## src/rtl/speed_ramp_ctrl.sv

```systemverilog
// speed_ramp_ctrl: closed-loop speed sequencer.
// Accepts a target speed over valid/ready, compares it against the measured
// speed, and steps the accelerating (af) and braking (bf) force commands at
// a STEP_DIV-cycle tick rate until the speed is within +/-DEADBAND.
// Optional feature macro: SPEED_RAMP_OVERSPEED_EN (sticky overspeed fault).
//
// state  | meaning
// -------+--------------------------------------------------------------
// IDLE   | disabled or no target yet; af=bf=0
// ACCEL  | speed below deadband; af ramps by ACCEL_STEP per tick
// CRUISE | speed inside deadband; af held, bf=0
// BRAKE  | speed above deadband; bf tracks min(meas-tgt, BRAKE_MAX) per tick
// FAULT  | (optional) overspeed latched; af=0, bf=BRAKE_MAX until enable=0
module speed_ramp_ctrl #(
    parameter int W          = 8,
    parameter int STEP_DIV   = 4,
    parameter int ACCEL_STEP = 10,
    parameter int BRAKE_MAX  = 50,
    parameter int DEADBAND   = 2
`ifdef SPEED_RAMP_OVERSPEED_EN
    ,
    parameter int OVERSPEED_LIM = 240
`endif
) (
    input  logic         clk,
    input  logic         rst,
    input  logic         enable,
    input  logic         tgt_valid,
    output logic         tgt_ready,
    input  logic [W-1:0] tgt_speed,
    input  logic [W-1:0] meas_speed,
    output logic [W-1:0] af,
    output logic [W-1:0] bf,
    output logic [1:0]   state,
    output logic         at_target,
`ifdef SPEED_RAMP_OVERSPEED_EN
    output logic         overspeed,
`endif
    output logic         busy
);

`ifdef SPEED_RAMP_OVERSPEED_EN
    typedef enum logic [2:0] {
        S_IDLE = 3'd0, S_ACCEL = 3'd1, S_CRUISE = 3'd2, S_BRAKE = 3'd3, S_FAULT = 3'd4
    } state_t;
    localparam logic [W-1:0] OVS_LIM = W'(OVERSPEED_LIM);
`else
    typedef enum logic [1:0] {
        S_IDLE = 2'd0, S_ACCEL = 2'd1, S_CRUISE = 2'd2, S_BRAKE = 2'd3
    } state_t;
`endif

    localparam int CW = (STEP_DIV > 1) ? $clog2(STEP_DIV) : 1;
    localparam logic [CW-1:0] TICK_LAST = CW'(STEP_DIV - 1);
    localparam logic [W:0]    MAXV      = {1'b0, {W{1'b1}}};
    localparam logic [W:0]    DB1       = (W+1)'(DEADBAND);
    localparam logic [W:0]    AST1      = (W+1)'(ACCEL_STEP);
    localparam logic [W-1:0]  BMAX      = W'(BRAKE_MAX);

    state_t        st;
    logic [W-1:0]  tgt;
    logic [CW-1:0] cnt;
    logic          tick;
    logic          accept;
    logic [W-1:0]  cur_lo, cur_hi, new_lo, new_hi;
    state_t        new_dec, cur_dec;
    logic [W:0]    af_sum;
    logic [W-1:0]  af_next, bf_diff, bf_next;

    // Deadband bounds, saturated at 0 and 2^W-1
    function automatic logic [W-1:0] lo_of(input logic [W-1:0] t);
        logic [W:0] t1;
        t1 = {1'b0, t};
        lo_of = (t1 >= DB1) ? W'(t1 - DB1) : '0;
    endfunction

    function automatic logic [W-1:0] hi_of(input logic [W-1:0] t);
        logic [W:0] s;
        s = {1'b0, t} + DB1;
        hi_of = (s > MAXV) ? MAXV[W-1:0] : s[W-1:0];
    endfunction

    function automatic state_t decide(input logic [W-1:0] m, input logic [W-1:0] lo,
                                      input logic [W-1:0] hi);
        if (m < lo)      decide = S_ACCEL;
        else if (m > hi) decide = S_BRAKE;
        else             decide = S_CRUISE;
    endfunction

    // Handshake, bounds, next-direction decisions and saturated force steps
    always_comb begin
        tgt_ready = rst & enable & ((st == S_IDLE) | (st == S_CRUISE));
        accept    = tgt_valid & tgt_ready;
        tick      = (cnt == TICK_LAST);
        cur_lo    = lo_of(tgt);
        cur_hi    = hi_of(tgt);
        new_lo    = lo_of(tgt_speed);
        new_hi    = hi_of(tgt_speed);
        cur_dec   = decide(meas_speed, cur_lo, cur_hi);
        new_dec   = decide(meas_speed, new_lo, new_hi);
        af_sum    = {1'b0, af} + AST1;
        af_next   = (af_sum > MAXV) ? MAXV[W-1:0] : af_sum[W-1:0];
        bf_diff   = meas_speed - tgt;
        bf_next   = (bf_diff > BMAX) ? BMAX : bf_diff;
    end

    // Sequencer FSM with registered force commands and tick counter
    always_ff @(posedge clk or negedge rst) begin
        if (!rst) begin
            st  <= S_IDLE;
            af  <= '0;
            bf  <= '0;
            tgt <= '0;
            cnt <= '0;
`ifdef SPEED_RAMP_OVERSPEED_EN
            overspeed <= 1'b0;
`endif
        end else if (!enable) begin
            st  <= S_IDLE;
            af  <= '0;
            bf  <= '0;
            cnt <= '0;
`ifdef SPEED_RAMP_OVERSPEED_EN
            overspeed <= 1'b0;
        end else if (st != S_IDLE && meas_speed > OVS_LIM) begin
            st        <= S_FAULT;
            af        <= '0;
            bf        <= BMAX;
            cnt       <= '0;
            overspeed <= 1'b1;
`endif
        end else begin
            case (st)
                S_IDLE: begin
                    af  <= '0;
                    bf  <= '0;
                    cnt <= '0;
                    if (accept) begin
                        tgt <= tgt_speed;
                        st  <= new_dec;
                    end
                end
                S_CRUISE: begin
                    bf  <= '0;
                    cnt <= '0;
                    if (accept) begin
                        tgt <= tgt_speed;
                        st  <= new_dec;
                        if (new_dec == S_BRAKE) af <= '0;
                    end else if (cur_dec != S_CRUISE) begin
                        st <= cur_dec;
                        if (cur_dec == S_BRAKE) af <= '0;
                    end
                end
                S_ACCEL: begin
                    bf <= '0;
                    if (meas_speed >= cur_lo) begin
                        st  <= S_CRUISE;
                        cnt <= '0;
                    end else if (tick) begin
                        af  <= af_next;
                        cnt <= '0;
                    end else begin
                        cnt <= cnt + 1'b1;
                    end
                end
                S_BRAKE: begin
                    af <= '0;
                    if (meas_speed <= cur_hi) begin
                        st  <= S_CRUISE;
                        bf  <= '0;
                        cnt <= '0;
                    end else if (tick) begin
                        bf  <= bf_next;
                        cnt <= '0;
                    end else begin
                        cnt <= cnt + 1'b1;
                    end
                end
                default: begin
                    af  <= '0;
                    bf  <= BMAX;
                    cnt <= '0;
                end
            endcase
        end
    end

    // Status outputs decoded from the registered state
    always_comb begin
`ifdef SPEED_RAMP_OVERSPEED_EN
        state = (st == S_FAULT) ? 2'd3 : st[1:0];
        busy  = (st == S_ACCEL) | (st == S_BRAKE) | (st == S_FAULT);
`else
        state = st;
        busy  = (st == S_ACCEL) | (st == S_BRAKE);
`endif
        at_target = (st == S_CRUISE);
    end

endmodule

```

## config.mk

```make
export PLATFORM = sky130hd
export DESIGN_NAME = speed_ramp_ctrl
export DESIGN_NICKNAME = d
export VERILOG_FILES = /design/src/rtl/speed_ramp_ctrl.sv
export SDC_FILE = /design/constraint.sdc
export NUM_CORES = 1
export LEC_CHECK = 0
export BUFFER_PORTS_ARGS = -buffer_cell sky130_fd_sc_hd__buf_2
export CAP_MARGIN = 20
export CORE_MARGIN = 3
export CORE_UTILIZATION = 64
export CTS_CLUSTER_DIAMETER = 30
export DETAILED_ROUTE_END_ITERATION = 8
export PLACE_DENSITY = 0.87
export REMOVE_ABC_BUFFERS = 1
export SYNTH_ARGS = -nofsm -noshare
export SYNTH_HDL_FRONTEND = slang
export SYNTH_SLANG_ARGS = --single-unit
export TNS_END_PERCENT = 30
```

## constraint.sdc

```tcl
create_clock -name clk -period 5.15 [get_ports clk]
set_clock_uncertainty 0.1 [all_clocks]
set_input_delay 0.515 -clock clk [delete_from_list [all_inputs] [get_ports clk]]
set_output_delay 0.515 -clock clk [all_outputs]
set_load 0.005 [all_outputs]
```

==> impl_metrics.json <==
{
  "outcome": "completed",
  "synth-seq-cells": 28,
  "synth_fa_ha_area_share_pct": 18.9,
  "synth-simple-area-share_pct": 23.2,
  "finalHoldViolCount": 0,
  "ant_nets": 0,
  "fin_ws_ps": 1060,
  "drt_iter0_drc": 387,
  "ys_seq_area_share_pct": 21.8,
  "post_cts_resized": 0,
  "hpwl_um": 6300,
  "slowest_stage": "dfrtp_1",
  "syn_inst": 384,
  "die_area_um2": 5920,
  "post_cts_buffers": 0,
  "numPortBuffers": 40,
  "period_needed_ps": 4090,
  "viasPerCell": 6.58,
  "grt_overflow": 0,
  "worst_pin_slew_ps": 674,
  "synth-xor-area-share_pct": 4.08,
  "cts_tree": "yes",
  "cts-hold-fix-buffers": 0,
  "setup_violations": 0,
  "htree_levels": 1,
  "layout_commonest_cell": "ha_1",
  "r2r_cells": 16,
  "synth_compound_area_share_pct": 24.8,
  "crit_type": "flop to flop",
  "avgSynthCellArea_um2": 8.38,
  "antenna_found_initial": 0,
  "tns_ps": 0,
  "min_path_type": "input pin to asynchronous set/reset pin",
  "grt_pass1_wl_um": 13800,
  "nNetsFinal": 480,
  "synth_top_family_by_area": "compound AO/OA/AOI/OAI gates",
  "critPathTopFamily": "compound AO/OA/AOI/OAI gates",
  "rows": 25,
  "synthArstFlopShare_pct": 100,
  "fmaxAchievable_ghz": 0.244,
  "clock_path_buffers": 2,
  "drive_gt1_share_pct": 15.6,
  "rsz0062_at_grt": "no",
  "maxSlewHeadroom_pct": 55.0,
  "r2r_slack_ps": 1060,
  "gr-usage-all-layers_pct": 28.2,
  "die_w_um": 76.9,
  "critPathMaxFanout": 9,
  "ios": 41,
  "yosys-top-cells-area": "dfrtp_1, ha_1, nand2_1, a21oi_1, o21ai_0",
  "root_buffer": "clkbuf_8",
  "slowest_delay_ps": 440,
  "wl_per_cell_um": 17.0,
  "die_h_um": 76.9,
  "ir_drop_mv": 0.163,
  "vias": 3143,
  "syn_area_um2": 3220,
  "clk_pin_slew_ps": 110,
  "crit_path_end_kind": "flop",
  "required_ps": 5280,
  "crit_arrival_ps": 4220,
  "fin_crit_sh_pct": 79.5,
  "clk_latency_ps": 290,
  "layout_common_cells": "ha_1, nand2_1, buf_2",
  "startpoint_type": "flop",
  "reg2reg_to": "af[3]$_DFFE_PN0P_",
  "synth.top_cell.area_share_pct": 21.8,
  "path_cells": "inv_1, ha_1, nor2b_1, nor2_1, nor4bb_1, a21oi_1, o21ai_0, a31oi_1, ha_1, nor2b_1, o211ai_1, a21oi_1, o21ai_0, o2111a_1, a2111oi_0, o22a_1",
  "power_leakage_nw": 1.72,
  "wirelength_um": 8150,
  "synth_area_leader_cell": "dfrtp_1",
  "initial_utilization_pct": 67.2,
  "ys_types": 63,
  "dp_slack_ps": 1190,
  "first_pass_iters": 5,
  "cts_buffers": 3,
  "grt_max_degree": 30,
  "syn_to_final_growth_pct": 8.59,
  "synth_warnings": 0,
  "maxCapViolCount": 0,
  "drc": 0,
  "cts_sinks": 28,
  "place.gp.congestion": 0.965,
  "synthFlopType": "dfrtp_1",
  "path_buf_inv": 1,
  "synth_edf_count": 0,
  "synth.mux.area_fraction_pct": 2.92,
  "slew_violations": 0,
  "grt_pass1_vias": 2999,
  "p_per_area_nw_per_um2": 297,
  "core_area_um2": 4790,
  "r2r_start": "tgt[1]$_DFFE_PN0P_",
  "n_antenna_cell": 0
}
[report_power, final]
group / internal, mW / leakage (nW) / switching [mW]
Sequential: 0.242 / 0.376 / 0.0550
Combinational: 0.231 / 1.31 / 0.329
Clock: 0.104 / 0.0357 / 0.0758
[cells in the mapped netlist (2+ instances only)]
master	instances
inv_1	16
xnor2_1	8
clkbuf_1	11
nor4_1	4
o211ai_1	4
o2111ai_1	2
and2_1	4
a2111oi_4	3
o21a_1	3
mux2_2	3
and3_1	7
nor3_1	13
mux2i_1	6
o21ai_0	20
o21bai_1	3
nand2_1	41
o22a_1	5
nor2_1	25
a211oi_1	4
nand3_1	11
ha_1	47
nand4_1	9
a21o_1	7
nor3b_1	3
buf_2	3
a21oi_1	26
or2_2	6
dfrtp_1	28
nor2b_1	9
or3_1	2
a32o_1	2
a31oi_1	8
nand2b_1	5
xor2_1	7
[cell type report]
class / count / area [um2]
Clock buffer: 3 / 41.3
Clock inverter: 1 / 30.0
Fill cell: 382 / 1290
Inverter: 16 / 60.1
Multi-Input combinational cell: 323 / 2380
Sequential cell: 28 / 701
Tap cell: 67 / 83.8
Timing Repair Buffer: 40 / 200
[worst register-to-register path, stage by stage, from the launching register on]
cell and delay, ps:
dfrtp_1 440, inv_1 260, ha_1 310, nor2b_1 150, nor2_1 140, nor4bb_1 250, a21oi_1 60, o21ai_0 230
a31oi_1 130, ha_1 310, nor2b_1 130, o211ai_1 90, a21oi_1 200, o21ai_0 210, o2111a_1 400, a2111oi_0 440
o22a_1 190
[per-stage QoR]
step                hold WS (ps)  area, um2  instances  util (%)  power [mW]
finish                       141       3490        478      73.0        1.04
global route                 200       3490        478      73.0        1.11
CTS                          166       3490        478      73.0        1.02
detailed placement           346       3420        474      71.5       0.840
global placement             329       3420        474      71.5       0.813
floorplan                    119       3140        367         -       0.689
[state kept, by name, summed over array words and instances, names as in the netlist]
name,count
cnt,2
state,2
bf,8
tgt,8
af,8
[how the worst max path moves through the flow]
stage | start | end | slack, ps | depth (start not counted)
finish | tgt[1]$_DFFE_PN0P_ | af[3]$_DFFE_PN0P_ | 1060 | 16
global route | tgt[1]$_DFFE_PN0P_ | af[3]$_DFFE_PN0P_ | 640 | 16
CTS | tgt[1]$_DFFE_PN0P_ | af[3]$_DFFE_PN0P_ | 1140 | 16
detailed placement | tgt[1]$_DFFE_PN0P_ | af[3]$_DFFE_PN0P_ | 1190 | 16
global placement | tgt[1]$_DFFE_PN0P_ | af[1]$_DFFE_PN0P_ | 1340 | 15
floorplan | tgt[1]$_DFFE_PN0P_ | af[1]$_DFFE_PN0P_ | 1630 | 15
[metal layers]
| metal | vias to the layer above | wire [um] | global-route usage [%] |
|---|---|---|---|
| met5 | - | 0 | 0 |
| met2 | 119 | 4020 | 49.9 |
| li1 | 1478 | - | - |
| met4 | 0 | 210 | 10.5 |
| met3 | 19 | 373 | 2.93 |
| met1 | 1527 | 3550 | 35.2 |
[logic make-up after synthesis]
kind of cell / count (synthesis)
compound gates: 106
xor+xnor: 15
fa+ha+maj: 48
buf+inv: 33
flops: 28
mux: 9
simple gates: 145
No activity file was read; power rests on OpenSTA's default activity.
